$ cat config.mk
export PLATFORM = sky130hd
export DESIGN_NAME = bram_stream_reader
export DESIGN_NICKNAME = d
export VERILOG_FILES = /design/src/rtl/bram_stream_reader.sv
export SDC_FILE = /design/constraint.sdc
export NUM_CORES = 1
export LEC_CHECK = 0
export CAP_MARGIN = 10
export CORE_AREA = 2 2 98 100
export CTS_BUF_LIST = sky130_fd_sc_hd__clkbuf_4 sky130_fd_sc_hd__clkbuf_8 sky130_fd_sc_hd__clkbuf_16
export DETAILED_ROUTE_END_ITERATION = 8
export DIE_AREA = 0 0 100 102
export GPL_ROUTABILITY_DRIVEN = 1
export PLACE_DENSITY = 0.79
export SYNTH_ARGS = -nofsm -noshare
export SYNTH_HDL_FRONTEND = slang
export SYNTH_SLANG_ARGS = --single-unit
$ cat constraint.sdc
create_clock -name CLK -period 4.4 [get_ports CLK]
set_input_delay 0.66 -clock CLK [delete_from_list [all_inputs] [get_ports CLK]]
set_output_delay 0.66 -clock CLK [all_outputs]
set_load 0.02 [all_outputs]
$ cat src/rtl/bram_stream_reader.sv
// Burst reader: turns a {start, length} command into credit-limited BRAM read requests and
// replays the in-order responses on a registered valid/ready stream.
// Optional: define BRAM_STREAM_READER_STALL_CTR_EN to add the STALL_CNT port and counter.
module bram_stream_reader #(
  parameter int addr_width = 10,
  parameter int data_width = 32,
  parameter int len_width  = 11,
  parameter int max_outst  = 2
) (
  input  logic                  CLK,
  input  logic                  RST_N,
  input  logic [addr_width-1:0] CMD_START,
  input  logic [len_width-1:0]  CMD_LEN,
  input  logic                  CMD_EN,
  output logic                  CMD_RDY,
  output logic                  BUSY,
  output logic [addr_width-1:0] RD_ADDR,
  output logic                  RD_EN,
  input  logic                  RD_RDY,
  input  logic [data_width-1:0] DOUT,
  input  logic                  DOUT_RDY,
  output logic                  DOUT_EN,
  output logic [data_width-1:0] OUT_DATA,
  output logic                  OUT_VALID,
  input  logic                  OUT_READY,
  output logic                  DONE
`ifdef BRAM_STREAM_READER_STALL_CTR_EN
  ,
  output logic [31:0]           STALL_CNT
`endif
);

  // Stream handshake: a word moves when OUT_VALID & OUT_READY on a rising edge; OUT_DATA is
  // held stable while OUT_VALID & ~OUT_READY. BUSY mirrors the FSM state (RUN).
  typedef enum logic {S_IDLE, S_RUN} state_t;

  state_t                state_q, state_d;
  logic [addr_width-1:0] rd_addr_q, rd_addr_d;
  logic [len_width-1:0]  issued_q, issued_d;
  logic [len_width-1:0]  rcvd_q, rcvd_d;
  logic [len_width-1:0]  len_q, len_d;
  logic [data_width-1:0] out_data_q, out_data_d;
  logic                  out_valid_q, out_valid_d;
  logic                  done_q, done_d;

  logic                  run;
  logic [len_width-1:0]  outst;
  logic                  rd_en;
  logic                  dout_en;
  logic                  cmd_acc;
  logic                  last_acc;
  logic                  credit_ok;

  always_comb begin
    run       = (state_q == S_RUN);
    // issued - drained; DOUT_EN increments rcvd, so rcvd doubles as the drained count
    outst     = issued_q - rcvd_q;
    credit_ok = run && (issued_q < len_q) && (outst < len_width'(max_outst));
    rd_en     = credit_ok && RD_RDY;
    dout_en   = run && DOUT_RDY && (!out_valid_q || OUT_READY);
    cmd_acc   = !run && CMD_EN;
    last_acc  = run && out_valid_q && OUT_READY && (rcvd_q == len_q);
  end

  always_comb begin
    state_d     = state_q;
    rd_addr_d   = rd_addr_q;
    issued_d    = issued_q;
    rcvd_d      = rcvd_q;
    len_d       = len_q;
    out_data_d  = out_data_q;
    out_valid_d = out_valid_q;
    done_d      = 1'b0;

    if (cmd_acc) begin
      rd_addr_d = CMD_START;
      issued_d  = '0;
      rcvd_d    = '0;
      len_d     = CMD_LEN;
      if (CMD_LEN != '0) state_d = S_RUN;
      else               done_d  = 1'b1;
    end

    if (rd_en) begin
      rd_addr_d = rd_addr_q + addr_width'(1);
      issued_d  = issued_q + len_width'(1);
    end

    if (dout_en) begin
      out_data_d  = DOUT;
      out_valid_d = 1'b1;
      rcvd_d      = rcvd_q + len_width'(1);
    end else if (OUT_READY) begin
      out_valid_d = 1'b0;
    end

    if (last_acc) begin
      state_d = S_IDLE;
      done_d  = 1'b1;
    end
  end

  always_ff @(posedge CLK or negedge RST_N) begin
    if (!RST_N) begin
      state_q     <= S_IDLE;
      rd_addr_q   <= '0;
      issued_q    <= '0;
      rcvd_q      <= '0;
      len_q       <= '0;
      out_data_q  <= '0;
      out_valid_q <= 1'b0;
      done_q      <= 1'b0;
    end else begin
      state_q     <= state_d;
      rd_addr_q   <= rd_addr_d;
      issued_q    <= issued_d;
      rcvd_q      <= rcvd_d;
      len_q       <= len_d;
      out_data_q  <= out_data_d;
      out_valid_q <= out_valid_d;
      done_q      <= done_d;
    end
  end

  assign CMD_RDY   = !run;
  assign BUSY      = run;
  assign RD_ADDR   = rd_addr_q;
  assign RD_EN     = rd_en;
  assign DOUT_EN   = dout_en;
  assign OUT_DATA  = out_data_q;
  assign OUT_VALID = out_valid_q;
  assign DONE      = done_q;

`ifdef BRAM_STREAM_READER_STALL_CTR_EN
  logic [31:0] stall_cnt_q, stall_cnt_d;
  logic        stall;

  // A cycle counts once even if both the credit and the consumer stall at the same time
  always_comb begin
    stall       = (credit_ok && !RD_RDY) || (out_valid_q && !OUT_READY);
    stall_cnt_d = stall_cnt_q;
    if (cmd_acc)                             stall_cnt_d = '0;
    else if (stall && (stall_cnt_q != '1))   stall_cnt_d = stall_cnt_q + 32'd1;
  end

  always_ff @(posedge CLK or negedge RST_N) begin
    if (!RST_N) stall_cnt_q <= '0;
    else        stall_cnt_q <= stall_cnt_d;
  end

  assign STALL_CNT = stall_cnt_q;
`endif

endmodule

; ---- Yosys cells after proc, flatten, opt, wreduce, memory -nomap -nowiden
; Cells that the tools add are included.
; Widths: inputs -> output; s select.
[op_classes]
add_sub_neg = 4
multipliers = 0
div = 0
n_lt_le_gt_ge = 2
eq_ne = 1
shift = 0
n_mux = 13
bitwise_logic = 0
n_reduce_logical = 19
[op_table]
columns = cell, n
row1 = $mux 11, 3
row2 = $add 11x1->11 const B, 2
row3 = $mux 10, 2
row4 = $eq 11x11->1, 1
row5 = $lt 11x11->1, 1
row6 = $lt 11x2->1 const B, 1
row7 = $reduce_bool 11->1, 1
row8 = $sub 11x11->11, 1
row9 = $add 10x1->10 const B, 1
row10 = $reduce_bool 2->1, 5
row11 = $logic_and 1x1->1, 9
row12 = $mux 1, 8
row13 = $logic_not 1->1, 2
row14 = $reduce_and 2->1, 1
row15 = $logic_or 1x1->1, 1
[word_totals]
regBits = 78
latchBits = 0
ram_bits = 0
mem_bits_ro = 0
inputBits = 59
output_inout_bits = 48
elab_cells = 47
n_memories = 0

; ---- Logic depth before layout (Yosys ltp)
; Gate-level depths: netlist of run 1.
[depth]
depth_word = 5
ltp_mapped = 11
mapped_depth_nobuf = 9

; ---- Least setup slack after synthesis of run 1
; Ideal clock, no wire load.
[synth_path]
path_type = flip-flop to output port
startpoint = register issued_q[0]
endpoint = output RD_EN
arrival_ns = 2.901
required_ns = 3.740
slack_ns = 0.839
stages_incl_launch_ff = 8
n_path_buf = 0
cell_sequence = dfrtp_1 -> nand2b_2 -> fa_1 -> a2111oi_4 -> o2111ai_1 -> or4_1 -> or4_4 -> nor2_1
[synth_via]
elab_chain_len = 4
word_cells_on_any_way = 6
cone_classes = add/sub (1) / order compare (2) / reduce/logical (3)
[synth_rtl]
columns = item, line_no
row1 = from (decl), 39  ; logic [len_width-1:0] issued_q, issued_d;
row2 = from (signal assigned), 116  ; issued_q <= issued_d;
row3 = $sub 11x11->11 or $lt 11x11->1 (tied branches), "57, 58"
row4 = $lt 11x2->1 or $logic_and 1x1->1 (tied branches), 58  ; credit_ok = run && (issued_q < len_q) && (outst < len_width'(max_outst));
row5 = $logic_and 1x1->1 (*), 58
row6 = $logic_and 1x1->1 (*), 59  ; rd_en = credit_ok && RD_RDY;
row7 = to (decl), 18  ; output logic RD_EN,
; Mark *: on every way between the ends. The rest lies on a longest branch, timed or not.

; ---- Worst setup path after layout of run 1
; Same ends and word-level chain as after synthesis.

==> summary.txt, run 1 <==
Logic synthesis
  • Top_reg_cell synth: dfrtp_1
  • Post-synth EDFFs: 0
  • Synth unique cells: slightly above 50
  • YS warnings: 0
  • Syn nets: between 500 and 600
  • Top cells by area, synth: dfrtp_1 (44%), nand2_1 (11%), ha_1 (6.2%)
  • Post-synth top area share: 0.442
  • Post-synthesis sequential area ratio: 0.442
  • FFs w/ async S/R, synth: 1.00
  • Most common library cells after synthesis: nand2_1 (129), dfrtp_1 (78), o21ai_0 (32), inv_1 (31)
  • Cells after synthesis: a little under 500
  • Number of synthesized register bits: 78
  • Avg Synthesized Cell Area: 8.89 µm²
  • Post-synth top area cell: dfrtp_1
  • Mapped cell area: around 4400 µm²
  • Most frequent cell after synthesis: nand2_1

Timing
  • Fin Setup TNS: 0 ns
  • Final Setup Violations: 0
  • Skew final: slightly below 0.008 ns
  • Slew Limit Fails: 0
  • Setup slack after layout: ~0.14 ns
  • Max-slew headroom: 0.344
  • Final period util: 0.968
  • Worst-Margin Slew: ~1 ns
  • RSZ-0062 raised after global routing: false
  • Final Hold Fails: 0
  • Final min period: roughly 4.3 ns
  • Max frequency: 0.235 GHz

Route
  • Routed wire per std cell: between 15 and 20 µm
  • DR vias: 3879
  • Detailed-router iteration count before antenna repair: 4
  • DRC errors left: 0
  • Mean number of vias per cell: between 5 and 6
  • Post-DRT Antenna Nets: 0
  • Drt total wl: around 12000 µm
  • Drt first-iter violations: between 150 and 200

CTS
  • Clk sink count: 78
  • CTS Buf Count: 9
  • Clock root buffer: clkbuf_8
  • Clock transition at the registers of the reported paths: 0.08 ns
  • Clock Tree Buf Depth: 2
  • Clock latency on the worst-skew pair: about 0.35 ns
  • Hold Buf Count CTS: 0
  • CTS H-Tree Depth: 3
  • CTS tree: built

Critical path
  • Critical path class: reg -> out
  • Top delay family on crit path: simple AND/OR/NAND/NOR gates
  • Crit path cell chain: nand2b_2 -> fa_1 -> a2111oi_4 -> o2111ai_1 -> or4_1 -> or4_4 -> nor2_1 -> clkdlybuf4s15_1
  • CP max FO: 6
  • Crit. End Element: primary output
  • CP peak stage delay: 0.57 ns
  • Worst Path Buf+Inv: 1
  • Startpoint Class: flop
  • Slowest cell on crit path: or4_4
  • Worst Path Required: ~3.7 ns
  • Crit path DAT: 3.60 ns

GRT
  • Vias in the first global route: just under 4k
  • Largest net degree at the start of global routing: between 70 and 80
  • GRT Total Usage: 0.237
  • Total grt overflow: 0
  • First-pass GRT wire length: between 15000 and 20000 µm
  • Initial antenna violation count: 0

Floorplanning
  • Starting Density: 0.485
  • # rows: 35
  • # IOs: approximately 110
  • Die width: 100 µm
  • Die Y: ~100 µm
  • Die area: 10200 µm²
  • Core footprint: 9110 µm²

Placed design
  • Placed instance area: ~5600 µm²
  • Pre-CTS setup slack: ~0.23 ns
  • Detailed placement HPWL: 8670 µm
  • Final GP Congestion: 0.930
  • Placed Cells: between 700 and 800
  • Number of buffers added on ports: between 100 and 150

Finish
  • Ant diodes: 0
  • Share of cells above drive strength 1: 0.0512
  • Final #Nets: 683
  • Non-Filler Instances: between 700 and 800
  • Core Util, Final: 0.635
  • Area Growth Syn to Fin: 30.8%
  • Final instance area: just under 6000 µm²

Run status
  • Status: finished clean

Hold path
  • HP Class: in -> async

Flow run
  • Max_cap viols: 0

Power and ir drop
  • Worst IR Drop VDD: ~0.18 mV
  • PD cells: approximately 330 nW/µm²
  • Leak pwr: roughly 2.7 nW
==> path summary, 6_finish.rpt <==
check | depth (start not counted) | slack [ns] | to | from
min in group CLK | 2 | 0.48 | OUT_DATA[16] | OUT_DATA[16]
setup / recovery | 8 | 0.14 | RD_EN | issued_q[0]
hold / removal | 1 | 0.44 | OUT_DATA[11] | RST_N
hold reg to reg | 2 | 0.48 | OUT_DATA[16] | OUT_DATA[16]
setup reg to reg | 8 | 0.99 | RD_ADDR[1] | issued_q[0]
max in group asynchronous | 1 | 3.30 | len_q[9] | RST_N
==> state kept, by name, summed over array words and instances (netlist names) <==
name	cells
issued_q	11
OUT_VALID	1
RD_ADDR	10
DONE	1
rcvd_q	11
BUSY	1
len_q	11
OUT_DATA	32
==> cells in the final DEF (no fill, tap or decap), types with 13 or more instances in the layout <==
master	n
nand2_1	129
clkdlybuf4s50_1	104
dfrtp_1	78
o21ai_0	32
inv_1	31
nand3_1	22
ha_1	22
mux2i_1	20
nor2_1	19
xor2_1	17
a21oi_1	13
==> metal layers <==
layer  routed length [µm]  vias up  share of wire  global-route usage
met5                    0        -              0                   0
met1                 4940     1843           0.43               0.303
li1                     -     1900              -                   -
met2                 5700      113           0.49               0.396
met3                  623       23          0.054              0.0486
met4                  344        0          0.030              0.0991
==> per-stage QoR <==
step | hold slack, ns | total power [mW]
after floorplan | 0.364 | 1.15
after CTS | 0.482 | 1.95
after global routing | 0.507 | 2.05
after global placement | 0.457 | 1.37
after detailed placement | 0.461 | 1.39
final | 0.443 | 1.93
==> logic make-up after synthesis <==
family                     after synthesis  share of synthesized area
buffers and inverters                   48                     0.0410
DFF                                     78                      0.442
muxes                                   21                     0.0478
xor gates and xnor gates                28                     0.0555
and+or+nand+nor                        212                      0.214
adders and majority gates               23                     0.0668
AOI/OAI and AO/OA                       87                      0.133
==> what timing repair did <==
action | in CTS | in global routing
buffers inserted | 0 | 0
setup endpoints to repair | 1 | 1
resized for setup | 1 | 1
==> final cells by class <==
cell class	instances	area (µm²)
clock buffer	9	124
clock inverter	7	80.1
fill	772	3330
inverter	32	120
multi-input combinational	371	2290
sequential	78	1950
tap	111	139
timing repair buffer	109	1080
==> where the power goes <==
| part | internal (mW) | leakage [nW] | total [mW] | switching (mW) |
|---|---|---|---|---|
| clock | 0.270 | 0.102 | 0.561 | 0.291 |
| sequential | 0.784 | 0.932 | 0.844 | 0.0596 |
| combinational | 0.247 | 1.62 | 0.529 | 0.282 |
| total | 1.30 | 2.65 | 1.93 | 0.633 |
(Power assumes the default switching activity.)
==> run 2: changes to the inputs <==
==> constraint.sdc (replaced) <==
create_clock -name CLK -period 4.4 [get_ports CLK]
set_input_delay 0.66 -clock CLK [delete_from_list [all_inputs] [get_ports CLK]]
set_output_delay 0.66 -clock CLK [all_outputs]
set_load 0.01 [all_outputs]
==> summary.txt, run 2 (synthesized netlist as in run 1, its figures left out) <==
Finish
  • Commonest non-fill, non-tap cells in the layout: nand2_1 (129), clkdlybuf4s50_1 (104), dfrtp_1 (77) (was nand2_1 (129), clkdlybuf4s50_1 (104), dfrtp_1 (78))
  • Final #Nets: 684 (was 683)
  • Number of flip-flops in the largest register: 32 (unchanged)
  • Share of cells above drive strength 1: 0.0544 (was 0.0512)
  • Final instance area: 5790 µm² (was 5780 µm²)
  • Area Growth Syn to Fin: 31.0% (was 30.8%)
  • Core Util, Final: 0.636 (was 0.635)
  • Commonest non-fill, non-tap cell in the layout: nand2_1 (unchanged)
  • Ant diodes: 0 (unchanged)

Route
  • Post-DRT Antenna Nets: 0 (unchanged)
  • Drt total wl: 11700 µm (was 11600 µm)
  • Mean number of vias per cell: 5.48 (was 5.41)
  • Detailed-router iteration count before antenna repair: 5 (was 4)
  • Drt first-iter violations: 184 (was 167)
  • DRC errors left: 0 (unchanged)
  • DR vias: 3934 (was 3879)
  • Routed wire per std cell: 16.2 µm (about the same)

Critical path
  • Worst r2r src: issued_q[0] (unchanged)
  • Crit path DAT: 3.49 ns (was 3.60 ns)
  • CP max FO: 4 (was 6)
  • R2R setup slack: 1.06 ns (was 0.99 ns)
  • Crit. End Element: primary output (unchanged)
  • Crit path cell chain: nand2b_2 -> fa_1 -> a2111oi_4 -> o2111ai_1 -> or4_1 -> or4_4 -> nor2_1 -> dlygate4sd2_1 (was nand2b_2 -> fa_1 -> a2111oi_4 -> o2111ai_1 -> or4_1 -> or4_4 -> nor2_1 -> clkdlybuf4s15_1)
  • Critical Path Source: issued_q[0] (unchanged)
  • Worst Path Buf+Inv: 1 (unchanged)
  • Critical path class: reg -> out (unchanged)
  • Slowest cell on crit path: or4_4 (unchanged)
  • CP peak stage delay: 0.58 ns (was 0.57 ns)
  • Worst Path Required: 3.74 ns (about the same)
  • Startpoint Class: flop (unchanged)
  • Top delay family on crit path: simple AND/OR/NAND/NOR gates (unchanged)

Timing
  • Fin Setup TNS: 0 ns (unchanged)
  • Final period util: 0.942 (was 0.968)
  • RSZ-0062 raised after global routing: false (unchanged)
  • Hold Slack: 0.442 ns (was 0.443 ns)
  • Final Setup Violations: 0 (unchanged)
  • Slew Limit Fails: 0 (unchanged)
  • Worst-Margin Slew: 0.990 ns (was 0.984 ns)
  • Max frequency: 0.241 GHz (was 0.235 GHz)
  • Final min period: 4.15 ns (was 4.26 ns)
  • Skew final: 0.00917 ns (was 0.00786 ns)
  • Max-slew headroom: 0.340 (was 0.344)
  • Final Hold Fails: 0 (unchanged)

Floorplanning
  • Die Y: 102 µm (unchanged)
  • Die area: 10200 µm² (unchanged)
  • Die width: 100 µm (unchanged)
  • Starting Density: 0.485 (unchanged)
  • # IOs: 107 (unchanged)
  • # rows: 35 (unchanged)
  • Core footprint: 9110 µm² (unchanged)

GRT
  • GRT Total Usage: 0.239 (was 0.237)
  • Largest net degree at the start of global routing: 79 (unchanged)
  • Initial antenna violation count: 0 (unchanged)
  • Total grt overflow: 0 (unchanged)
  • First-pass GRT wire length: 19300 µm (was 19100 µm)
  • Vias in the first global route: 4007 (was 3946)

Flow run
  • Max_cap viols: 0 (unchanged)

Hold path
  • HP Class: in -> async (unchanged)

CTS
  • Clock Tree Buf Depth: 2 (unchanged)
  • Clk sink count: 78 (unchanged)
  • Clock latency on the worst-skew pair: 0.35 ns (about the same)
  • CTS tree: built (unchanged)
  • Hold Buf Count CTS: 0 (unchanged)
  • CTS Buf Count: 9 (unchanged)
  • Clock root buffer: clkbuf_8 (unchanged)
  • CTS H-Tree Depth: 3 (unchanged)
  • Clock transition at the registers of the reported paths: 0.08 ns (about the same)

Placed design
  • Placed instance area: 5580 µm² (unchanged)
  • Number of buffers added on ports: 106 (unchanged)
  • Final GP Congestion: 0.930 (about the same)
  • Detailed placement HPWL: 8570 µm (was 8670 µm)

Run status
  • Status: finished clean (unchanged)

Power and ir drop
  • PD cells: 329 nW/µm² (was 334 nW/µm²)
  • Worst IR Drop VDD: 0.202 mV (was 0.182 mV)
  • Leak pwr: 2.66 nW (was 2.65 nW)
## run 2: changes by cell type in the layout (fill, tap and decap cells not counted), sizes merged
cell and change:
dlygate4sd2 +1, buf +1, clkdlybuf4s15 -1
## run 2: per-layer routing
layer	share of wire	track usage
met1	0.42	0.296
met2	0.49	0.408
met3	0.057	0.0397
met4	0.035	0.120
met5	0	0
## run 2: what timing repair did
item,in CTS,in global routing
setup endpoints to repair,1,0
endpoints found under the hold margin,0,0
gates resized for setup,2,0
setup buffers,1,0
## run 2: power breakdown
group / leakage, nW / switching (mW) / internal (mW)
clock: 0.102 / 0.294 / 0.270
sequential: 0.931 / 0.0594 / 0.784
combinational: 1.63 / 0.251 / 0.248
## run 2: cell type report
type / instances / area, µm²
fillers: 755 / 3320
multi-input cells: 371 / 2290
flip-flops and latches: 78 / 1950
repair buffers: 110 / 1090
well taps: 111 / 139
clock buffers: 9 / 124
inverters: 32 / 120
clock inverters: 7 / 80.1
## run 2: per-stage QoR
step / setup slack, ns / std cells / power [mW]
after global routing: 0.155 / 718 / 2.02
after detailed placement: 0.316 / 701 / 1.35
final: 0.255 / 718 / 1.91
after global placement: 0.325 / 701 / 1.33
after CTS: 0.271 / 718 / 1.92
after floorplan: 0.961 / 497 / 1.12
## run 2: final timing paths
path,to,cells after the start
worst max register to register,RD_ADDR[1],8
min in group CLK,OUT_DATA[16],2
worst max-delay path,RD_EN,8
worst min register to register,OUT_DATA[16],2
worst min-delay path,OUT_DATA[11],1
max in group asynchronous,rcvd_q[0],1
